File: src/rtl/axi4_stream_audio_pkg.sv
// Constants and the staging-state type shared by the AXI4-Stream audio blocks.
package axi4_stream_audio_pkg;

    localparam int I2S_SLOT_BITS  = 32;
    localparam int I2S_FRAME_BITS = 64;
    localparam int I2S_SLOT_IDX_W = $clog2(I2S_FRAME_BITS);

    typedef enum logic {
        EXPECT_L = 1'b0,
        EXPECT_R = 1'b1
    } stage_state_t;

endpackage

File: src/rtl/i2s_clock_gen.sv
// BCLK divider and 64-slot frame counter; fall_o strobes on the ACLK edge where BCLK goes 1->0.
module i2s_clock_gen
    import axi4_stream_audio_pkg::*;
#(
    parameter int BCLK_DIV = 4
) (
    input  logic                      clk_i,
    input  logic                      rst_n_i,
    output logic                      bclk_o,
    output logic                      lrclk_o,
    output logic                      fall_o,
    output logic [I2S_SLOT_IDX_W-1:0] slot_o
);

    localparam int DIV_W = $clog2(BCLK_DIV);

    logic [DIV_W-1:0]          div_q, div_d;
    logic                      bclk_q, bclk_d;
    logic                      lrclk_q, lrclk_d;
    logic [I2S_SLOT_IDX_W-1:0] slot_q, slot_d;
    logic                      tc;
    logic                      fall;

    always_comb begin
        tc      = (div_q == DIV_W'(BCLK_DIV - 1));
        div_d   = tc ? '0 : div_q + 1'b1;
        bclk_d  = tc ? ~bclk_q : bclk_q;
        fall    = tc && bclk_q;
        slot_d  = fall ? slot_q + 1'b1 : slot_q;
        // Right channel occupies the upper half of the frame.
        lrclk_d = fall ? slot_d[I2S_SLOT_IDX_W-1] : lrclk_q;
    end

    always_ff @(posedge clk_i or negedge rst_n_i) begin
        if (!rst_n_i) begin
            div_q   <= '0;
            bclk_q  <= 1'b0;
            lrclk_q <= 1'b1;
            slot_q  <= '1;
        end else begin
            div_q   <= div_d;
            bclk_q  <= bclk_d;
            lrclk_q <= lrclk_d;
            slot_q  <= slot_d;
        end
    end

    assign bclk_o  = bclk_q;
    assign lrclk_o = lrclk_q;
    assign fall_o  = fall;
    assign slot_o  = slot_q;

endmodule

File: src/rtl/axi4_stream_i2s_tx.sv
// AXI4-Stream to I2S transmitter: stages one L/R pair and serialises it MSB first with one-BCLK delay.
//   state    | meaning
//   EXPECT_L | next accepted beat should be a left sample (TLAST=0)
//   EXPECT_R | left sample held, next accepted beat should be right (TLAST=1)
module axi4_stream_i2s_tx
    import axi4_stream_audio_pkg::*;
#(
    parameter int DATA_WIDTH   = 32,
    parameter int SAMPLE_WIDTH = 16,
    parameter int BCLK_DIV     = 4
) (
    input  logic                  ACLK,
    input  logic                  ARESETN,
    input  logic                  S_AXIS_TVALID,
    output logic                  S_AXIS_TREADY,
    input  logic                  S_AXIS_TLAST,
    input  logic [DATA_WIDTH-1:0] S_AXIS_TDATA,
    output logic                  I2S_BCLK,
    output logic                  I2S_LRCLK,
    output logic                  I2S_SDATA,
    output logic                  underrun,
    output logic                  sync_err
);

    logic                      fall;
    logic [I2S_SLOT_IDX_W-1:0] slot;

    i2s_clock_gen #(
        .BCLK_DIV(BCLK_DIV)
    ) u_clock_gen (
        .clk_i  (ACLK),
        .rst_n_i(ARESETN),
        .bclk_o (I2S_BCLK),
        .lrclk_o(I2S_LRCLK),
        .fall_o (fall),
        .slot_o (slot)
    );

    logic [SAMPLE_WIDTH-1:0]   left_q, left_d;
    logic [SAMPLE_WIDTH-1:0]   right_q, right_d;
    logic [SAMPLE_WIDTH-1:0]   sample;
    stage_state_t              state_q, state_d;
    logic                      pair_full_q, pair_full_d;
    logic                      tready_q, tready_d;
    logic                      sdata_q, sdata_d;
    logic                      underrun_q, underrun_d;
    logic                      sync_err_q, sync_err_d;
    logic [I2S_FRAME_BITS-1:0] shift_q, shift_d;
    logic [I2S_FRAME_BITS-1:0] pair_word;
    logic                      frame_load;
    logic                      beat;
    logic                      unused_tdata;

    assign sample       = S_AXIS_TDATA[DATA_WIDTH-1 -: SAMPLE_WIDTH];
    assign unused_tdata = ^S_AXIS_TDATA;
    assign frame_load   = fall && (slot == I2S_SLOT_IDX_W'(I2S_FRAME_BITS - 1));
    assign beat         = S_AXIS_TVALID && tready_q;
    assign pair_word    = {I2S_SLOT_BITS'(left_q)  << (I2S_SLOT_BITS - SAMPLE_WIDTH),
                           I2S_SLOT_BITS'(right_q) << (I2S_SLOT_BITS - SAMPLE_WIDTH)};

    always_comb begin
        left_d      = left_q;
        right_d     = right_q;
        state_d     = state_q;
        pair_full_d = pair_full_q;
        sdata_d     = sdata_q;
        shift_d     = shift_q;
        underrun_d  = 1'b0;
        sync_err_d  = 1'b0;

        // MSB is always on the wire; entering slot 0 emits the old frame's LSB while loading.
        if (fall) begin
            sdata_d = shift_q[I2S_FRAME_BITS-1];
            shift_d = shift_q << 1;
        end

        if (frame_load) begin
            if (pair_full_q) begin
                shift_d     = pair_word;
                pair_full_d = 1'b0;
            end else begin
                shift_d    = '0;
                underrun_d = 1'b1;
            end
        end

        // Beat is applied after the load decision so it feeds the following frame.
        if (beat) begin
            case (state_q)
                EXPECT_L: begin
                    if (!S_AXIS_TLAST) begin
                        left_d  = sample;
                        state_d = EXPECT_R;
                    end else begin
                        sync_err_d = 1'b1;
                    end
                end
                EXPECT_R: begin
                    if (S_AXIS_TLAST) begin
                        right_d     = sample;
                        pair_full_d = 1'b1;
                        state_d     = EXPECT_L;
                    end else begin
                        left_d     = sample;
                        sync_err_d = 1'b1;
                    end
                end
                default: state_d = EXPECT_L;
            endcase
        end

        tready_d = !pair_full_d;
    end

    always_ff @(posedge ACLK or negedge ARESETN) begin
        if (!ARESETN) begin
            left_q      <= '0;
            right_q     <= '0;
            state_q     <= EXPECT_L;
            pair_full_q <= 1'b0;
            tready_q    <= 1'b0;
            sdata_q     <= 1'b0;
            shift_q     <= '0;
            underrun_q  <= 1'b0;
            sync_err_q  <= 1'b0;
        end else begin
            left_q      <= left_d;
            right_q     <= right_d;
            state_q     <= state_d;
            pair_full_q <= pair_full_d;
            tready_q    <= tready_d;
            sdata_q     <= sdata_d;
            shift_q     <= shift_d;
            underrun_q  <= underrun_d;
            sync_err_q  <= sync_err_d;
        end
    end

    assign S_AXIS_TREADY = tready_q;
    assign I2S_SDATA     = sdata_q;
    assign underrun      = underrun_q;
    assign sync_err      = sync_err_q;

endmodule
File: config.mk
export PLATFORM = sky130hd
export DESIGN_NAME = axi4_stream_i2s_tx
export DESIGN_NICKNAME = d
export VERILOG_FILES = /design/src/rtl/axi4_stream_audio_pkg.sv /design/src/rtl/i2s_clock_gen.sv /design/src/rtl/axi4_stream_i2s_tx.sv
export SDC_FILE = /design/constraint.sdc
export NUM_CORES = 1
export LEC_CHECK = 0
export BUFFER_PORTS_ARGS = -buffer_cell sky130_fd_sc_hd__buf_2
export CAP_MARGIN = 20
export CORE_AREA = 3 3 84 118
export CTS_CLUSTER_SIZE = 14
export DETAILED_ROUTE_END_ITERATION = 10
export DIE_AREA = 0 0 87 121
export PLACE_DENSITY = 0.65
export SLEW_MARGIN = 20
export SYNTH_ARGS = -nofsm -noshare
export SYNTH_HDL_FRONTEND = slang
export SYNTH_SLANG_ARGS = --single-unit
File: constraint.sdc
create_clock -name ACLK -period 1.5 [get_ports ACLK]
set_input_delay 0.15 -clock ACLK [delete_from_list [all_inputs] [get_ports ACLK]]
set_output_delay 0.15 -clock ACLK [all_outputs]
set_load 0.1 [all_outputs]
==> results of run 1 <==
==> worst max-delay path by stage <==
| stage | from | endpoint | slack [ps] | cells past startpoint |
|---|---|---|---|---|
| after floorplan | S_AXIS_TREADY | left_q[10] | -100 | 5 |
| after global placement | u_clock_gen.div_q[0] | shift_q[20] | 20 | 5 |
| after detailed placement | u_clock_gen.div_q[0] | shift_q[17] | -30 | 5 |
| after CTS | u_clock_gen.slot_o[0] | shift_q[61] | 7 | 5 |
| after global routing | u_clock_gen.slot_o[2] | shift_q[57] | -40 | 5 |
| final | u_clock_gen.slot_o[0] | shift_q[57] | 30 | 5 |
==> cell families (layout without fill, tap and decap cells) <==
kind of cell,Yosys count,after routing
DFF,96,96
and+or+nand+nor,66,67
muxes,63,63
AOI/OAI and AO/OA,52,52
buffers and inverters,20,67
xor gates and xnor gates,6,6
adders and majority gates,3,3
==> flip-flops by register name, indices dropped and copies added, names as in the netlist <==
| register | count |
|---|---|
| shift_q | 48 |
| left_q | 16 |
| right_q | 16 |
| u_clock_gen.slot_o | 6 |
| u_clock_gen.div_q | 2 |
| I2S_SDATA | 1 |
| S_AXIS_TREADY | 1 |
| pair_full_q | 1 |
| state_q | 1 |
| sync_err | 1 |
| u_clock_gen.bclk_o | 1 |
| u_clock_gen.lrclk_o | 1 |
| underrun | 1 |
==> Yosys cell counts <==
master / n / share of area (%)
o21ai_0: 13 / 1.6
ha_1: 3 / 0.94
inv_1: 1 / 0.094
nand2_1: 43 / 4.0
or3_1: 1 / 0.16
buf_4: 4 / 0.75
clkbuf_1: 1 / 0.094
buf_6: 5 / 1.4
mux2_2: 32 / 9.0
nand4_1: 1 / 0.16
nor3_1: 1 / 0.13
and3_1: 2 / 0.31
xnor2_1: 3 / 0.66
o21ai_1: 6 / 0.75
and4_1: 1 / 0.22
nand3_1: 4 / 0.50
dfrtp_1: 89 / 56
nand2b_1: 1 / 0.16
nand2_2: 1 / 0.16
a31oi_1: 1 / 0.16
xor2_1: 3 / 0.66
nor3_4: 1 / 0.41
a22o_1: 1 / 0.22
nand4_2: 1 / 0.31
dfstp_2: 7 / 4.6
o2bb2ai_1: 31 / 6.8
and2_1: 4 / 0.63
mux2i_1: 31 / 7.8
buf_2: 9 / 1.1
nor2_1: 5 / 0.47
==> layer usage <==
metal | GRT usage [%] | up-vias | part of all wire, %
li1 | - | 1182 | -
met1 | 17.64 | 1225 | 44
met2 | 25.33 | 31 | 52
met3 | 4.280 | 7 | 3.1
met4 | 5.556 | 0 | 1.0
met5 | 0 | - | 0
==> stage by stage <==
stage	setup TNS, ps	setup WS (ps)	area, µm²	power (mW)	hold slack [ps]
floorplan	-964.8	-97.45	4054	2.641	-145.6
global placement	0	18.50	4403	2.736	130.5
detailed placement	-110.8	-26.93	4403	2.740	142.2
CTS	0	7.310	4669	4.791	43.73
global route	-513.1	-42.21	4892	4.901	47.67
finish	0	26.91	4892	4.712	57.34
==> final cells by class <==
class / instances / area [µm²] / area share [%]
clock buffers: 13 / 250.2 / 5.115
repair buffers: 52 / 521.8 / 10.66
inverters: 1 / 3.754 / 0.07673
clock inverters: 1 / 5.005 / 0.1023
flip-flops and latches: 96 / 2419 / 49.44
multi-input cells: 191 / 1559 / 31.87
well taps: 107 / 133.9 / 2.737
==> power by group through the flow <==
| stage | clock network [mW] | logic (mW) | registers [mW] |
|---|---|---|---|
| after floorplan | 0 | 0.00308 | 2.64 |
| final | 2.02 | 0.0981 | 2.59 |
| after CTS | 2.10 | 0.104 | 2.59 |
| after global placement | 0 | 0.0986 | 2.64 |
| after global routing | 2.20 | 0.115 | 2.59 |
| after detailed placement | 0 | 0.102 | 2.64 |
==> timing repair <==
| action | CTS | global route |
|---|---|---|
| endpoints found under the setup margin | 16 | 43 |
| gates resized for setup | 1 | 16 |
| hold buffers | 1 | 0 |
| gates cloned | 0 | 6 |
| pin swaps | 0 | 4 |
| setup buffers | 0 | 3 |
| hold endpoints to repair | 24 | 0 |
==> metrics.txt, run 1 <==
run status=completed; fin crit share=98.21%; CP Data Required Time=1710 ps; htree depth=3; largest net degree at the start of global routing=34; adder-cell share of the synthesized area=0.9390%; Worst-Margin Slew=485.1 ps; first-pass GRT wire length=12,130 µm; syn avg cell area=13.06 µm²; Hold Vio Cnt, Final=0; Slew Limit Fails=0; crit path cell chain=ha_4, nand3_2, nor2_4, clkbuf_16, o2bb2ai_1; peak supply drop=0.6544 mV; Crit Path Class=reg2reg; Hold Path End=left_q[8]; Iter 0 DRT Violations=114; I/O pin cnt=42; R2R Setup Slk=30 ps; Synth Area in Compound Gates=9.546%; number of global-route vias before repair=2,539; final WL=7696 µm; Clock power frac=42.9%; Core Region=0.008977 mm²; sequential share of power=55.0%; nets@finish=390; Pwr Density=963.1 mW/mm²; layout cells sized above 1=33.05%; TritonRoute pass-1 iters=5; Max Buffers Root-to-Sink=2; Worst R2R End=shift_q[57]; Total GRT Usage=14.91%; Cells after Synth=306; quantity of I/O buffers inserted on ports=25; unique cell type count in the Yosys netlist=30; Worst Path Arrival=1690 ps; fin util=54.49%; Worst-path clk slew=60 ps; Peak Freq=678.8 MHz; DR WL/cell=16.69 µm; Crit path largest cell delay=560 ps; cells on worst reg2reg path=5; multiplexer area fraction after synthesis=16.78%; worst skew pair latency=330 ps; synth warn=0; Clock Sinks=96; Via Count=2,445; die height=121 µm; Non-Filler Instances=461; placed cell count=437; leakage=2.255 nW; CP endpoint kind=flip-flop; post-route ant nets=0; hold wc startpoint=S_AXIS_TDATA[24]; CTS tree=yes; Cell Area, Synth=0.003998 mm²; leading cell type in the layout, fill and taps excluded=dfrtp_1; Int Power=3.772 mW; Final min period=1473 ps; die area=0.01053 mm²; crit path max-delay cell type=dfstp_2; Area Overhead vs Synth=22.38%; relative slew slack=67.88%; Simple-Gate Fraction of Synth Area=7.637%; Synth Register Bits=96; Worst Setup Start Kind=flip-flop; Sw Share=19.93%; XOR/XNOR Fraction of Synth Area=1.315%; CTS root buffer=clkbuf_16; Post-Syn Nets=345; post-synthesis sequential area ratio=60.31%; Via density=5.304; Final HPWL DP=4540 µm; max-cap violations=0; worst reg2reg startpoint=u_clock_gen.slot_o[0]; gpl congestion=0.7156; CP max FO=15; RSZ-0062 raised after global routing=true; sw power=939.2 µW; initial core utilization=44.53%; FILL cells=744; family with the most delay on the worst path=flip-flops; worst hold path stage count=2; Comb pwr share=2.1%; Worst Path Buf+Inv=1; Final setup viols=0; largest family of logic cells by synthesized area=multiplexers; residual DRC count=0; number of diodes=0; Max Clock Skew=6.809 ps; Core Rows=41; Die X=87 µm; most frequent cells in the layout=dfrtp_1 (87), nand2_1 (41), mux2i_1 (31); gr ovfl total=0; Worst Hold Class=in2reg; initial antenna violation count=0; number of buffers created by CTS=9
No activity file was read; power rests on OpenSTA's default activity.
==> run 2, diff against run 1 <==
--- a/config.mk
+++ b/config.mk
@@ -5,13 +5,12 @@
 export SDC_FILE = /design/constraint.sdc
 export NUM_CORES = 1
 export LEC_CHECK = 0
-export BUFFER_PORTS_ARGS = -buffer_cell sky130_fd_sc_hd__buf_2
 export CAP_MARGIN = 20
 export CORE_AREA = 3 3 84 118
 export CTS_CLUSTER_SIZE = 14
 export DETAILED_ROUTE_END_ITERATION = 10
 export DIE_AREA = 0 0 87 121
-export PLACE_DENSITY = 0.65
+export DONT_BUFFER_PORTS = 1
 export SLEW_MARGIN = 20
 export SYNTH_ARGS = -nofsm -noshare
 export SYNTH_HDL_FRONTEND = slang
==> run 2 against run 1 <==
The flow now finishes with violations (hold timing). Worst hold slack worse by 560 ps. Total power is 1.9% higher. Sequential power hardly changed. First-iteration DRC count is 39% higher. Critical path depth is 1 higher.
==> metrics.txt, run 2 (synthesized netlist as in run 1, its figures left out) <==
nets@finish=386 (was 390); htree depth=3 (unchanged); Peak Freq=675.2 MHz (was 678.8 MHz); hold slack=-498.5 ps (was 57.34 ps); CP endpoint kind=flip-flop (unchanged); max FFs per register=48 (unchanged); Top reg by flops=shift_q (unchanged); Hold Vio Cnt, Final=96 (was 0); DR WL/cell=16.78 µm (was 16.69 µm); max-cap violations=0 (unchanged); quantity of I/O buffers inserted on ports=0 (was 25); number of buffers created by CTS=9 (unchanged); CTS Hold Bufs=18 (was 1); Non-Filler Instances=459 (was 461); CTS tree=yes (unchanged); CTS root buffer=clkbuf_16 (unchanged); Crit Path Class=reg2reg (unchanged); TritonRoute pass-1 iters=4 (was 5); residual DRC count=0 (unchanged); Via Count=2,483 (was 2,445); Sw Share=19.00% (was 19.93%); Int Power=3.888 mW (was 3.772 mW); Final min period=1481 ps (was 1473 ps); placed cell count=416 (was 437); Worst Path Arrival=1750 ps (was 1690 ps); sw power=911.9 µW (was 939.2 µW); sequential share of power=54.0% (was 55.0%); Iter 0 DRT Violations=158 (was 114); number of global-route vias before repair=2,516 (was 2,539); die height=121 µm (unchanged); Worst-path clk slew=60 ps (about the same); final WL=7704 µm (was 7696 µm); FILL cells=748 (was 744); Comb pwr share=1.0% (was 2.1%); layout cells sized above 1=28.13% (was 33.05%); largest net degree at the start of global routing=97 (was 34); number of diodes=0 (unchanged); Final setup viols=0 (unchanged); FF/Latch Area=0.002419 mm² (unchanged); post-route ant nets=0 (unchanged); run status=finished, violations left (was completed); Design Power=4.800 mW (was 4.712 mW); die area=0.01053 mm² (unchanged); CP max FO=8 (was 15); fin crit share=98.74% (was 98.21%); first-pass GRT wire length=12,230 µm (was 12,130 µm); CP Data Required Time=1760 ps (was 1710 ps); relative slew slack=80.96% (was 67.88%); Clock Sinks=96 (unchanged); footprint of the multi-input gates=0.001548 mm² (was 0.001559 mm²); Worst Hold Class=in2async (was in2reg); Clock power frac=45.1% (was 42.9%); Via density=5.410 (was 5.304); RSZ-0062 raised after global routing=true (unchanged); Area Overhead vs Synth=24.57% (was 22.38%); Final HPWL DP=4341 µm (was 4540 µm); leakage=2.253 nW (was 2.255 nW); most frequent cells in the layout=dfrtp_1 (87), nand2_1 (41), mux2i_1 (30) (was dfrtp_1 (87), nand2_1 (41), mux2i_1 (31)); leading cell type in the layout, fill and taps excluded=dfrtp_1 (unchanged); worst skew pair latency=340 ps (was 330 ps); Max Buffers Root-to-Sink=2 (unchanged); Core Rows=41 (unchanged); gr ovfl total=0 (unchanged); initial core utilization=44.53% (unchanged); Worst Setup Start Kind=flip-flop (unchanged); worst slack, placed=37.15 ps (was -26.93 ps); Total GRT Usage=15.06% (was 14.91%); Pwr Density=963.8 mW/mm² (was 963.1 mW/mm²); Max Clock Skew=6.765 ps (was 6.809 ps); Core Region=0.008977 mm² (unchanged); failing checks=hold timing; Slew Limit Fails=0 (unchanged); I/O pin cnt=42 (unchanged); initial antenna violation count=0 (unchanged); Die X=87 µm (unchanged); Largest regs=shift_q (48), left_q (16), right_q (16) (unchanged); peak supply drop=0.6906 mV (was 0.6544 mV); final setup margin=18.92 ps (was 26.91 ps); gpl congestion=0.6987 (was 0.7156); Worst-Margin Slew=285.6 ps (was 485.1 ps)
-- run 2: power groups by stage --
| stage | registers (mW) | clock network (mW) | logic [mW] |
|---|---|---|---|
| 2_1_floorplan | 2.64 | 0 | 0.00308 |
| 3_3_place_gp | 2.64 | 0 | 0.00346 |
| 3_5_place_dp | 2.64 | 0 | 0.00393 |
| 4_1_cts | 2.59 | 2.23 | 0.0472 |
| 5_1_grt | 2.59 | 2.31 | 0.0515 |
| 6_report | 2.59 | 2.16 | 0.0469 |
-- run 2: metal layers --
layer | part of all wire, % | track usage, % | vias up
met5 | 0 | 0 | -
met4 | 2.6 | 7.895 | 0
met3 | 2.5 | 3.057 | 15
met2 | 52 | 24.19 | 31
met1 | 43 | 18.94 | 1259
li1 | - | - | 1178
-- run 2: final cells by class --
| class | instances | share of cell area (%) |
|---|---|---|
| Multi-Input combinational cell | 190 | 31.08 |
| Clock buffer | 16 | 5.653 |
| Tap cell | 107 | 2.688 |
| Sequential cell | 96 | 48.57 |
| Inverter | 1 | 0.07538 |
| Timing Repair Buffer | 49 | 11.93 |
-- run 2: stage by stage --
stage	area, µm²	TNS [ps]	utilization, %
finish	4980	0	55.47
global route	4980	-784.2	55.47
CTS	4767	0	53.10
detailed placement	4305	0	47.96
global placement	4305	0	47.96
floorplan	4054	-964.8	-
-- run 2: final timing paths --
kind	from	endpoint	slack [ps]	cells after the start
min in group ACLK	S_AXIS_TVALID	state_q	70	2
max reg2reg	u_clock_gen.slot_o[1]	shift_q[30]	20	6
min	ARESETN	sync_err	-500	0
min reg2reg	u_clock_gen.div_q[0]	u_clock_gen.div_q[0]	450	1
max	u_clock_gen.slot_o[1]	shift_q[30]	20	6
max in group asynchronous	ARESETN	u_clock_gen.slot_o[3]	1750	0
-- run 2: timing repair --
| item | in CTS | in global routing |
|---|---|---|
| gates resized for setup | 0 | 17 |
| endpoints found under the hold margin | 130 | 96 |
| setup buffers | 0 | 4 |
| setup endpoints to repair | 0 | 39 |
-- run 2: critical path, cell delays in order (launching register included) --
cell and delay (ps):
dfstp_2 560, ha_4 170, nand2_4 50, nor3_4 200
buf_6 150, clkbuf_16 150, o2bb2ai_1 110
